===== src/rtl/pll_lock_seq_pkg.sv =====
// Shared state encoding, synchronizer depth and counter sizing for the PLL lock sequencer.
package pll_lock_seq_pkg;

    typedef enum logic [2:0] {
        ST_IDLE      = 3'd0,
        ST_PWR_DOWN  = 3'd1,
        ST_WAIT_LOCK = 3'd2,
        ST_STABLE    = 3'd3,
        ST_HOLD_RST  = 3'd4,
        ST_READY     = 3'd5,
        ST_FAILED    = 3'd6
    } state_e;

    localparam int SYNC_STAGES = 2;

    // Bits needed to count 0 .. cycles-1, never less than one.
    function automatic int cnt_width(input int cycles);
        return (cycles > 1) ? $clog2(cycles) : 1;
    endfunction

endpackage


===== src/rtl/pll_lock_seq_sync.sv =====
// N-flop synchronizer for a single asynchronous level, cleared by async reset (STAGES >= 2).
module pll_lock_seq_sync #(
    parameter int STAGES = 2
) (
    input  logic clk_i,
    input  logic rst_i,
    input  logic d_i,
    output logic q_o
);

    logic [STAGES-1:0] sync_q;

    always_ff @(posedge clk_i or posedge rst_i) begin
        if (rst_i) begin
            sync_q <= '0;
        end else begin
            sync_q <= {sync_q[STAGES-2:0], d_i};
        end
    end

    assign q_o = sync_q[STAGES-1];

endmodule


===== src/rtl/pll_lock_sequencer.sv =====
// PLL enable / lock qualification sequencer with bounded retries and user reset release.
// Optional lock-loss event counter is built when PLL_LOCK_SEQ_LOSS_CNT_EN is defined.
module pll_lock_sequencer
    import pll_lock_seq_pkg::*;
#(
    parameter int EN_DELAY_CYCLES    = 16,
    parameter int LOCK_TIMEOUT       = 4096,
    parameter int LOCK_STABLE_CYCLES = 64,
    parameter int RST_HOLD_CYCLES    = 8,
    parameter int MAX_RETRIES        = 3,
    localparam int RW = (MAX_RETRIES > 0) ? $clog2(MAX_RETRIES + 1) : 1
) (
    input  logic          CLK,
    input  logic          RESET,
    input  logic          START,
    input  logic          PLL_LOCK,
    output logic          PLL_EN,
    output logic          USER_RESET,
    output logic          PLL_READY,
    output logic          FAIL,
    output logic [RW-1:0] RETRY_CNT,
    output logic [2:0]    STATE
`ifdef PLL_LOCK_SEQ_LOSS_CNT_EN
    ,
    output logic [7:0]    LOCK_LOSS_CNT
`endif
);

    localparam int MAX_A   = (EN_DELAY_CYCLES > LOCK_TIMEOUT) ? EN_DELAY_CYCLES : LOCK_TIMEOUT;
    localparam int MAX_B   = (LOCK_STABLE_CYCLES > RST_HOLD_CYCLES) ? LOCK_STABLE_CYCLES : RST_HOLD_CYCLES;
    localparam int CW      = cnt_width((MAX_A > MAX_B) ? MAX_A : MAX_B);

    state_e          state_q, state_d;
    logic [CW-1:0]   cnt_q, cnt_d;
    logic [RW-1:0]   retry_q, retry_d;
    logic            pll_en_q, pll_en_d;
    logic            user_rst_q, user_rst_d;
    logic            ready_q, ready_d;
    logic            fail_q, fail_d;
    logic            lock_s;

    pll_lock_seq_sync #(
        .STAGES (SYNC_STAGES)
    ) u_lock_sync (
        .clk_i (CLK),
        .rst_i (RESET),
        .d_i   (PLL_LOCK),
        .q_o   (lock_s)
    );

    always_ff @(posedge CLK or posedge RESET) begin
        if (RESET) begin
            state_q    <= ST_IDLE;
            cnt_q      <= '0;
            retry_q    <= '0;
            pll_en_q   <= 1'b0;
            user_rst_q <= 1'b1;
            ready_q    <= 1'b0;
            fail_q     <= 1'b0;
        end else begin
            state_q    <= state_d;
            cnt_q      <= cnt_d;
            retry_q    <= retry_d;
            pll_en_q   <= pll_en_d;
            user_rst_q <= user_rst_d;
            ready_q    <= ready_d;
            fail_q     <= fail_d;
        end
    end

    always_comb begin
        state_d = state_q;
        cnt_d   = cnt_q + 1'b1;
        retry_d = retry_q;
        if (!START) begin
            state_d = ST_IDLE;
        end else begin
            case (state_q)
                ST_IDLE: begin
                    state_d = ST_PWR_DOWN;
                    retry_d = '0;
                end
                ST_PWR_DOWN: begin
                    if (cnt_q == CW'(EN_DELAY_CYCLES - 1)) state_d = ST_WAIT_LOCK;
                end
                ST_WAIT_LOCK: begin
                    // A lock seen on the final timeout cycle still counts as a lock.
                    if (lock_s) begin
                        state_d = ST_STABLE;
                    end else if (cnt_q == CW'(LOCK_TIMEOUT - 1)) begin
                        if (retry_q < RW'(MAX_RETRIES)) begin
                            retry_d = retry_q + 1'b1;
                            state_d = ST_PWR_DOWN;
                        end else begin
                            state_d = ST_FAILED;
                        end
                    end
                end
                ST_STABLE: begin
                    if (!lock_s) state_d = ST_WAIT_LOCK;
                    else if (cnt_q == CW'(LOCK_STABLE_CYCLES - 1)) state_d = ST_HOLD_RST;
                end
                ST_HOLD_RST: begin
                    if (!lock_s) state_d = ST_WAIT_LOCK;
                    else if (cnt_q == CW'(RST_HOLD_CYCLES - 1)) state_d = ST_READY;
                end
                ST_READY: begin
                    if (!lock_s) begin
                        state_d = ST_PWR_DOWN;
                        retry_d = '0;
                    end
                end
                ST_FAILED: state_d = ST_FAILED;
                default:   state_d = ST_IDLE;
            endcase
        end
        // Every timed state starts counting from zero on entry.
        if (state_d != state_q || state_q inside {ST_IDLE, ST_READY, ST_FAILED}) cnt_d = '0;
    end

    always_comb begin
        pll_en_d   = state_d inside {ST_WAIT_LOCK, ST_STABLE, ST_HOLD_RST, ST_READY};
        user_rst_d = (state_d != ST_READY);
        ready_d    = (state_d == ST_READY);
        fail_d     = (state_d == ST_FAILED);
    end

    assign PLL_EN     = pll_en_q;
    assign USER_RESET = user_rst_q;
    assign PLL_READY  = ready_q;
    assign FAIL       = fail_q;
    assign RETRY_CNT  = retry_q;
    assign STATE      = state_q;

`ifdef PLL_LOCK_SEQ_LOSS_CNT_EN
    logic [7:0] loss_q;

    // Only power-on reset clears the history; a START drop keeps it.
    always_ff @(posedge CLK or posedge RESET) begin
        if (RESET) begin
            loss_q <= '0;
        end else if (state_q == ST_READY && state_d == ST_PWR_DOWN && loss_q != 8'hFF) begin
            loss_q <= loss_q + 8'd1;
        end
    end

    assign LOCK_LOSS_CNT = loss_q;
`endif

endmodule


===== config.mk =====
export PLATFORM = sky130hd
export DESIGN_NAME = pll_lock_sequencer
export DESIGN_NICKNAME = d
export VERILOG_FILES = /design/src/rtl/pll_lock_seq_pkg.sv /design/src/rtl/pll_lock_seq_sync.sv /design/src/rtl/pll_lock_sequencer.sv
export SDC_FILE = /design/constraint.sdc
export NUM_CORES = 1
export LEC_CHECK = 0
export ABC_AREA = 1
export ABC_CLOCK_PERIOD_IN_PS = 2400
export CORE_AREA = 2 2 52 54
export CTS_BUF_LIST = sky130_fd_sc_hd__clkbuf_2
export DETAILED_ROUTE_END_ITERATION = 10
export DIE_AREA = 0 0 54 56
export GPL_TIMING_DRIVEN = 0
export PLACE_DENSITY = 0.79
export SLEW_MARGIN = 20
export SYNTH_ARGS = -nofsm -noshare
export SYNTH_HDL_FRONTEND = slang
export SYNTH_SLANG_ARGS = --single-unit

===== constraint.sdc =====
create_clock -name CLK -period 2.4 [get_ports CLK]
set_input_delay 0.48 -clock CLK [delete_from_list [all_inputs] [get_ports CLK]]
set_output_delay 0.48 -clock CLK [all_outputs]
set_load 0.01 [all_outputs]

==> Word level (Yosys, flattened, before mapping) <==
Cells that the tools add are included.
{ "word_totals": {"ff_bits": 23, "out_inout_bits": 9, "wordCells": 55} }
{ "op_classes": {"add_sub_neg": 2, "magnitude_cmp": 1, "n_eq_ne": 21, "mux": 17, "n_reduce_logical": 6} }
{ "op_table": {"columns": ["operator", "count"], "rows": [
  ["2-to-1 mux 3 bit", 10],
  ["case mux 3 bit (7 select lines)", 1],
  ["== test 3 bit, second input constant", 6],
  ["adder 12 x 1 -> 12 bit, second input constant", 1],
  ["== test 12 bit, second input constant", 1],
  ["== test 12 x 3 -> 1 bit, second input constant", 1],
  ["== test 12 x 4 -> 1 bit, second input constant", 1],
  ["== test 12 x 6 -> 1 bit, second input constant", 1],
  ["== test 3 x 2 -> 1 bit, second input constant", 4],
  ["2-to-1 mux 12 bit", 1],
  ["2-to-1 mux 2 bit", 4],
  ["!= test 2 bit, second input constant", 4],
  ["case mux 2 bit (3 select lines)", 1],
  ["AND reduction 6 bit", 1],
  ["nonzero test 3 bit", 2],
  ["nonzero test 4 bit", 1],
  ["== test 3 x 1 -> 1 bit, second input constant", 1],
  ["zero test 3 bit", 1],
  ["!= test 3 bit", 1],
  ["!= test 3 bit, second input constant", 1],
  ["adder 2 x 1 -> 2 bit, second input constant", 1],
  ["< comparator 2 bit, second input constant", 1],
  ["logical OR 1 bit", 1]
]} }

==> Logic depth before layout (Yosys ltp) <==
Gate-level depths: netlist of the first run.
{ "depth": {"depth_word": 9, "ltp_mapped": 15, "mapped_depth_nobuf": 14} }

==> Hierarchy <==
Synthesis of the first run repeated with hierarchy kept, for this count alone.
{ "unflattened": {"cells_unflattened": 169, "hier_area_um2": 1396.3} }
{ "modules_own_cells": {"columns": ["module", "n_inst", "cells_each", "area_each_um2", "seq_area_each_um2"], "rows": [
  ["pll_lock_sequencer", 1, 166, 1342.5, 526.8],
  ["pll_lock_seq_sync", 1, 3, 53.8, 50.0]
]} }

==> Worst setup path after synthesis of the first run <==
OpenSTA, ideal clock, no wires.
{ "synth_timing": {"path_type": "register to register", "startpoint": "reg cnt_q[0]", "endpoint": "reg cnt_q[5]", "arrival_time_ns": 1.616, "t_required_ns": 2.272, "setup_slack_ns": 0.656, "path_stages_with_launch": 16, "n_path_buf": 1, "period_less_slack_ns": 1.744, "cell_sequence": "dfrtp_1 -> ha_1 -> inv_1 -> nor2_4 -> nand3_2 -> nand2_1 -> nand2_1 -> nand2_1 -> nand2_1 -> nand2_2 -> nand2_2 -> nand2_2 -> nand2_1 -> nand3_2 -> buf_6 -> nor2_4"} }
{ "synth_between": {"elab_chain_cells": 8} }
{ "synth_rtl": {"columns": ["item", "line_no", "rtl"], "rows": [
  ["start: declaration", "pll_lock_sequencer.sv:34", "logic [CW-1:0] cnt_q, cnt_d;"],
  ["start signal: assignment", "pll_lock_sequencer.sv:62", "cnt_q <= cnt_d;"],
  ["== test 12 x 3 -> 1 bit, or another cell as far along", "pll_lock_sequencer.sv:105", "else if (cnt_q == CW'(RST_HOLD_CYCLES - 1)) state_d = ST_READY;"],
  ["2-to-1 mux 3 bit, on equally long branches", "pll_lock_sequencer.sv:105, pll_lock_sequencer.sv:90, pll_lock_sequencer.sv:101", null],
  ["2-to-1 mux 3 bit, on equally long branches", "pll_lock_sequencer.sv:104, pll_lock_sequencer.sv:88, pll_lock_sequencer.sv:100", null],
  ["case mux 3 bit (7 select lines)", "pll_lock_sequencer.sv:78", "case (state_q)"],
  ["2-to-1 mux 3 bit", "pll_lock_sequencer.sv:75", "if (!START) begin"],
  ["!= test 3 bit", "pll_lock_sequencer.sv:118", "if (state_d != state_q || state_q inside {ST_IDLE, ST_READY, ST_FAILED}) cnt_d = '0;"],
  ["logical OR 1 bit", "pll_lock_sequencer.sv:118", null],
  ["2-to-1 mux 12 bit (*)", "pll_lock_sequencer.sv:118", null],
  ["via cnt_d[5]", "pll_lock_sequencer.sv:34", null]
]} }
Mark *: on every way through the listed nets, which the timed path passes. The rest lies on a longest branch.
A chain may end at the register's enable or synchronous reset.

==> Worst setup path after layout of the first run <==
{ "layout_timing": {"startpoint": "reg cnt_q[0]", "endpoint": "reg cnt_q[1]"} }
The elaborated chain is that of the path after synthesis.

==> impl_metrics.json, run 1 <==
{
  "status": "complete, no violations",
  "peakVddDrop_mv": 0.293,
  "synth_area_um2": 1390,
  "clk_path_buf_depth": 2,
  "ys_seq_area_frac": 0.416,
  "antenna_found_initial": 0,
  "drtAntennaViolNets": 0,
  "drv_cap": 0,
  "grt_usage": 0.204,
  "dp_cells": 215,
  "slowest_delay_ns": 0.45,
  "crit_family": "simple AND/OR/NAND/NOR gates",
  "path_class": "reg -> reg",
  "hold_depth": 0,
  "min_to": "u_lock_sync.sync_q[1]$_DFF_PP0_",
  "worstPathBufferInverterCount": 2,
  "cts_num_sinks": 23,
  "cpMostUsedCell": "nand2_1",
  "cp-end-kind": "flip-flop",
  "power_uw": 638,
  "gp_congestion": 0.945,
  "period_needed_ns": 2.05,
  "yosysTopAreaCell": "dfrtp_1",
  "holdBufCountCts": 0,
  "h-tree-depth": 1,
  "antenna_cells": 0,
  "coreArea_um2": 2430,
  "synth_top_area_frac": 0.397,
  "path_max_fanout": 10,
  "cts-root-buf": "clkbuf_2",
  "async_flop_share": 1.00,
  "hold_viol": 0,
  "path_clk_slew_ns": 0.25,
  "arrival_ns": 2.37,
  "synth_edf_count": 0,
  "power_density_nw_per_um2": 407,
  "grt_max_degree": 24,
  "grt_pass1_vias": 1195,
  "worst_pin_slew_ns": 0.845,
  "row_count": 18,
  "dr.pass1.iters": 4,
  "cts_setup_buffers": 0,
  "stdcell_count": 219,
  "synth.cells.most_frequent": "nand2_1 (41), dfrtp_1 (22), inv_1 (21), nor2_1 (18), nor2_2 (13)",
  "design.portCount": 13,
  "synth-main-ff-cell": "dfrtp_1",
  "die_height_um": 56,
  "worstSkewPairLatency_ns": 0.35,
  "gr-total-overflow": 0,
  "synth_most_common_cell": "nand2_1",
  "io_buffers": 12,
  "vias_per_cell": 5.32,
  "crit_chain": "ha_1, inv_1, nor2_4, nand3_2, nand2_1, nand2_1, a21oi_1, nand2_1, nand2_1, nand2_1, nand2_1, nand3_2, buf_6, nor2_2",
  "fin_crit_sh": 0.855,
  "fillers": 220,
  "setup_viol": 0,
  "drive_gt1_frac": 0.212,
  "crit-reg2reg-capture": "cnt_q[1]$_DFF_PP0_",
  "reg2regPathDepth": 14,
  "crit_required_ns": 2.72,
  "drc_errors": 0,
  "min_from": "u_lock_sync.sync_q[0]$_DFF_PP0_",
  "fin_setup_tns_ns": 0,
  "start_util": 0.570,
  "min_path_type": "reg -> reg",
  "die-area_um2": 3020,
  "reg2reg_from": "cnt_q[0]$_DFF_PP0_",
  "areaGrowthSynthToFinish_pct": 13.0,
  "cpMaxStageDelayCell": "dfrtp_1",
  "ys_seq_elements": 23,
  "fin_worst_skew_ns": 0.0102,
  "worst_setup_path_start_kind": "flip-flop",
  "vias": 1165,
  "drt_iter0_drc": 46,
  "nets": 197,
  "cts_resized": 0,
  "ys_types": 26,
  "route.detailed.wl_per_inst_um": 11.9,
  "synth_nets": 180,
  "timing.hold.ws_ns": 0.401,
  "yosysWarnings": 0,
  "startpoint": "cnt_q[0]$_DFF_PP0_",
  "rrSetupSlack_ns": 0.35,
  "synthTopCellsByArea": "dfrtp_1 (40%), nand2_1 (11%), nor2_2 (5.9%)",
  "slew_headroom": 0.436,
  "cts_buffers": 3,
  "p_leak_nw": 0.760,
  "report.final.slew_viol_count": 0,
  "grt_pass1_wl_mm": 4.78,
  "syn_inst": 173,
  "rsz0062_at_grt": "false",
  "drt_wl_total_mm": 2.60,
  "post-dp-hpwl_mm": 1.96,
  "postSynthAreaPerCell_um2": 8.01,
  "die_x_um": 54,
  "cts_tree": "built",
  "fmax_mhz": 488
}
-- worst max-delay path by stage --
stage                    endpoint  depth (start not counted)
2_1_floorplan  cnt_q[5]$_DFF_PP0_                         15
3_3_place_gp   cnt_q[5]$_DFF_PP0_                         15
3_5_place_dp   cnt_q[1]$_DFF_PP0_                         14
4_1_cts        cnt_q[1]$_DFF_PP0_                         14
5_1_grt        cnt_q[1]$_DFF_PP0_                         14
6_report       cnt_q[1]$_DFF_PP0_                         14
-- cell families (layout without fill, tap and decap cells) --
kind of cell             Yosys count  count (layout)  share of synthesized area
AO/OA/AOI/OAI                     10              10                     0.0424
XOR/XNOR                           7               7                     0.0442
adder cells (fa/ha/maj)            3               3                     0.0271
buffers and inverters             24              40                     0.0704
flip-flops                        23              23                      0.416
AND/OR/NAND/NOR                  106             106                      0.400
-- layout by cell type, fill, tap and decap left out, drive strengths merged, types with 2 or more instances in the layout --
cell / netlist / routed
a21oi: 4 / 4
nand2: 49 / 49
nand3b: 2 / 2
o21ai: 4 / 4
clkdlybuf4s50: 0 / 12
dfrtp: 22 / 22
xnor2: 2 / 2
clkbuf: 0 / 3
xor2: 5 / 5
nor2: 35 / 35
nand4: 5 / 5
inv: 23 / 23
nand3: 12 / 12
ha: 3 / 3
-- through the flow --
step,worst slack [ns],instance area (um2),utilization
finish,0.349,1570,0.644
global route,0.119,1570,0.644
CTS,0.338,1570,0.644
detailed placement,0.398,1540,0.635
global placement,0.443,1540,0.635
floorplan,0.656,1390,-
-- final cells by class --
cell class                      count  area (um2)  area share
Inverter                           23        86.3      0.0551
Clock inverter                      1        7.51     0.00479
Multi-Input combinational cell    126         712       0.454
Tap cell                           30        37.5      0.0240
Sequential cell                    23         577       0.368
Timing Repair Buffer               12         120      0.0767
Clock buffer                        3        15.0     0.00958
Buffer                              1        11.3     0.00719
-- state kept, by name, summed over array words and instances, names as in the netlist --
signal              cells
FAIL                    1
u_lock_sync.sync_q      2
PLL_EN                  1
USER_RESET              1
PLL_READY               1
cnt_q                  12
STATE                   3
RETRY_CNT               2
-- where the power goes --
group | switching (mW) | internal (mW) | total [mW]
registers | 0.00862 | 0.396 | 0.404
clock network | 0.131 | 0.0387 | 0.169
logic | 0.0404 | 0.0240 | 0.0644
total | 0.180 | 0.458 | 0.638
-- per-layer routing --
metal  global-route usage  part of all wire  wire [um]  up-vias
met2                0.322              0.46       1190       35
met3               0.0349             0.050        129       11
li1                     -                 -          -      573
met4               0.0679             0.024         62        0
met1                0.278              0.47       1210      546
met5                    0                 0          0        -
Note: power is estimated with default switching activity, not from simulation.
==> inputs of run 2 (changes only) <==
--- a/config.mk
+++ b/config.mk
@@ -9,6 +9,7 @@
 export ABC_CLOCK_PERIOD_IN_PS = 2400
 export CORE_AREA = 2 2 52 54
 export CTS_BUF_LIST = sky130_fd_sc_hd__clkbuf_2
+export CTS_CLUSTER_SIZE = 28
 export DETAILED_ROUTE_END_ITERATION = 10
 export DIE_AREA = 0 0 54 56
 export GPL_TIMING_DRIVEN = 0
==> results of run 2 <==
Same layout as run 1: the final DEF is identical, and so are final timing and power.
==> inputs of run 3 (changes only) <==
--- a/config.mk
+++ b/config.mk
@@ -6,7 +6,7 @@
 export NUM_CORES = 1
 export LEC_CHECK = 0
 export ABC_AREA = 1
-export ABC_CLOCK_PERIOD_IN_PS = 2400
+export ABC_CLOCK_PERIOD_IN_PS = 2300
 export CORE_AREA = 2 2 52 54
 export CTS_BUF_LIST = sky130_fd_sc_hd__clkbuf_2
 export CTS_CLUSTER_SIZE = 28
@@ -14,6 +14,7 @@
 export DIE_AREA = 0 0 54 56
 export GPL_TIMING_DRIVEN = 0
 export PLACE_DENSITY = 0.79
+export SETUP_SLACK_MARGIN = 0.2
 export SLEW_MARGIN = 20
 export SYNTH_ARGS = -nofsm -noshare
 export SYNTH_HDL_FRONTEND = slang
==> constraint.sdc (replaced) <==
create_clock -name CLK -period 2.3 [get_ports CLK]
set_input_delay 0.46 -clock CLK [delete_from_list [all_inputs] [get_ports CLK]]
set_output_delay 0.46 -clock CLK [all_outputs]
set_load 0.01 [all_outputs]
==> run 3 against run 2 <==
- clock power up 6%
- power up 6.6%
- count of clock-buffer cells in the layout unchanged
- non-clock buffer count rose by 4
- cell count grew 1.8%
- setup slack got worse by 0.030 ns
- die area did not move
- sequential cell count unchanged
- global-route usage did not move
==> impl_metrics.json, run 3 (same netlist as run 1, synthesis figures left out) <==
{
  "status": "complete, no violations",
  "route.detailed.wl_per_inst_um": 12.2,
  "rrSetupSlack_ns": 0.33,
  "reg2regPathDepth": 13,
  "slew_headroom": 0.439,
  "setup_viol": 0,
  "slowest_delay_ns": 0.60,
  "regMostFlops": "cnt_q",
  "final_common_cell": "nand2_1",
  "grt_pass1_vias": 1195,
  "peakVddDrop_mv": 0.310,
  "reg2reg_from": "cnt_q[0]$_DFF_PP0_",
  "fin_setup_tns_ns": 0,
  "drtAntennaViolNets": 0,
  "drive_gt1_frac": 0.244,
  "h-tree-depth": 1,
  "vias": 1166,
  "cts_num_sinks": 23,
  "crit_required_ns": 1.84,
  "largest_register_ffs": 12,
  "cp-end-kind": "primary output",
  "start_util": 0.570,
  "die-area_um2": 3020,
  "antenna_found_initial": 0,
  "cts_buffers": 3,
  "crit-reg2reg-capture": "cnt_q[1]$_DFF_PP0_",
  "post-dp-hpwl_mm": 1.96,
  "antenna_cells": 0,
  "holdBufCountCts": 0,
  "vias_per_cell": 5.23,
  "areaGrowthSynthToFinish_pct": 17.6,
  "worst_pin_slew_ns": 0.840,
  "crit_chain": "clkdlybuf4s50_1",
  "design.portCount": 13,
  "drt_wl_total_mm": 2.73,
  "worst_setup_path_start_kind": "flip-flop",
  "p_leak_nw": 0.784,
  "power_density_nw_per_um2": 417,
  "placed_cell_area_um2": 1540,
  "die_x_um": 54,
  "hold_viol": 0,
  "setup_ws_ns": 0.319,
  "die_height_um": 56,
  "drv_cap": 0,
  "post-route-util": 0.670,
  "path_max_fanout": 8,
  "drt_iter0_drc": 38,
  "gp_congestion": 0.945,
  "fin_worst_skew_ns": 0.0154,
  "crit_family": "buffers and inverters",
  "dp_cells": 215,
  "design_area_um2": 1630,
  "cpMaxStageDelayCell": "clkdlybuf4s50_1",
  "timing.hold.ws_ns": 0.416,
  "drc_errors": 0,
  "power_uw": 680,
  "period_needed_ns": 1.98,
  "gr-total-overflow": 0,
  "io_buffers": 12,
  "fmax_mhz": 505,
  "cp-endpoint": "STATE[2]",
  "grt_pass1_wl_mm": 4.78,
  "arrival_ns": 1.52,
  "row_count": 18,
  "fin_crit_sh": 0.861,
  "path_clk_slew_ns": 0.26,
  "worstPathBufferInverterCount": 1,
  "stdcell_count": 223,
  "min_path_type": "reg -> reg",
  "cp_num_cells": 1,
  "grt_usage": 0.204,
  "coreArea_um2": 2430,
  "rsz0062_at_grt": "false",
  "dr.pass1.iters": 4,
  "clk_path_buf_depth": 2,
  "startpoint": "STATE[2]$_DFF_PP0_",
  "nets": 201,
  "min_from": "u_lock_sync.sync_q[0]$_DFF_PP0_",
  "fillers": 206,
  "cts_tree": "built",
  "path_class": "reg -> out",
  "layout_common_cells": "nand2_1 (39), dfrtp_1 (22), inv_1 (21), nor2_1 (18), nor2_2 (13)",
  "worstSkewPairLatency_ns": 0.35,
  "report.final.slew_viol_count": 0,
  "place_ws_ns": 0.298,
  "grt_max_degree": 24,
  "cts-root-buf": "clkbuf_2"
}
-- run 3: power by group --
part           switching [mW]  internal (mW)
logic                  0.0465         0.0324
registers             0.00907          0.413
clock network           0.139         0.0403
total                   0.194          0.486
-- run 3: metal layers --
| layer | GRT usage | wire length [um] |
|---|---|---|
| met1 | 0.278 | 1190 |
| met2 | 0.322 | 1380 |
| met3 | 0.0349 | 137 |
| met4 | 0.0679 | 21 |
| met5 | 0 | 0 |
-- run 3: final cells by class --
| type | count | area (um2) | area share |
|---|---|---|---|
| timing repair buffer | 16 | 150 | 0.0921 |
| clock inverter | 1 | 7.51 | 0.00460 |
| tap | 30 | 37.5 | 0.0230 |
| inverter | 23 | 86.3 | 0.0530 |
| clock buffer | 3 | 15.0 | 0.00921 |
| sequential | 23 | 577 | 0.354 |
| multi-input combinational | 126 | 737 | 0.452 |
| buffer | 1 | 20.0 | 0.0123 |
-- run 3: timing repair --
| action | CTS | global route |
|---|---|---|
| endpoints found under the setup margin | 0 | 12 |
| resized for setup | 0 | 7 |
| setup buffers | 0 | 4 |
-- run 3: worst min-delay path by stage --
stage                                 endpoint  depth (start not counted)
6_report       u_lock_sync.sync_q[1]$_DFF_PP0_                          0
5_1_grt        u_lock_sync.sync_q[1]$_DFF_PP0_                          0
4_1_cts        u_lock_sync.sync_q[1]$_DFF_PP0_                          0
3_5_place_dp   u_lock_sync.sync_q[1]$_DFF_PP0_                          0
3_3_place_gp   u_lock_sync.sync_q[1]$_DFF_PP0_                          0
2_1_floorplan  u_lock_sync.sync_q[1]$_DFF_PP0_                          0
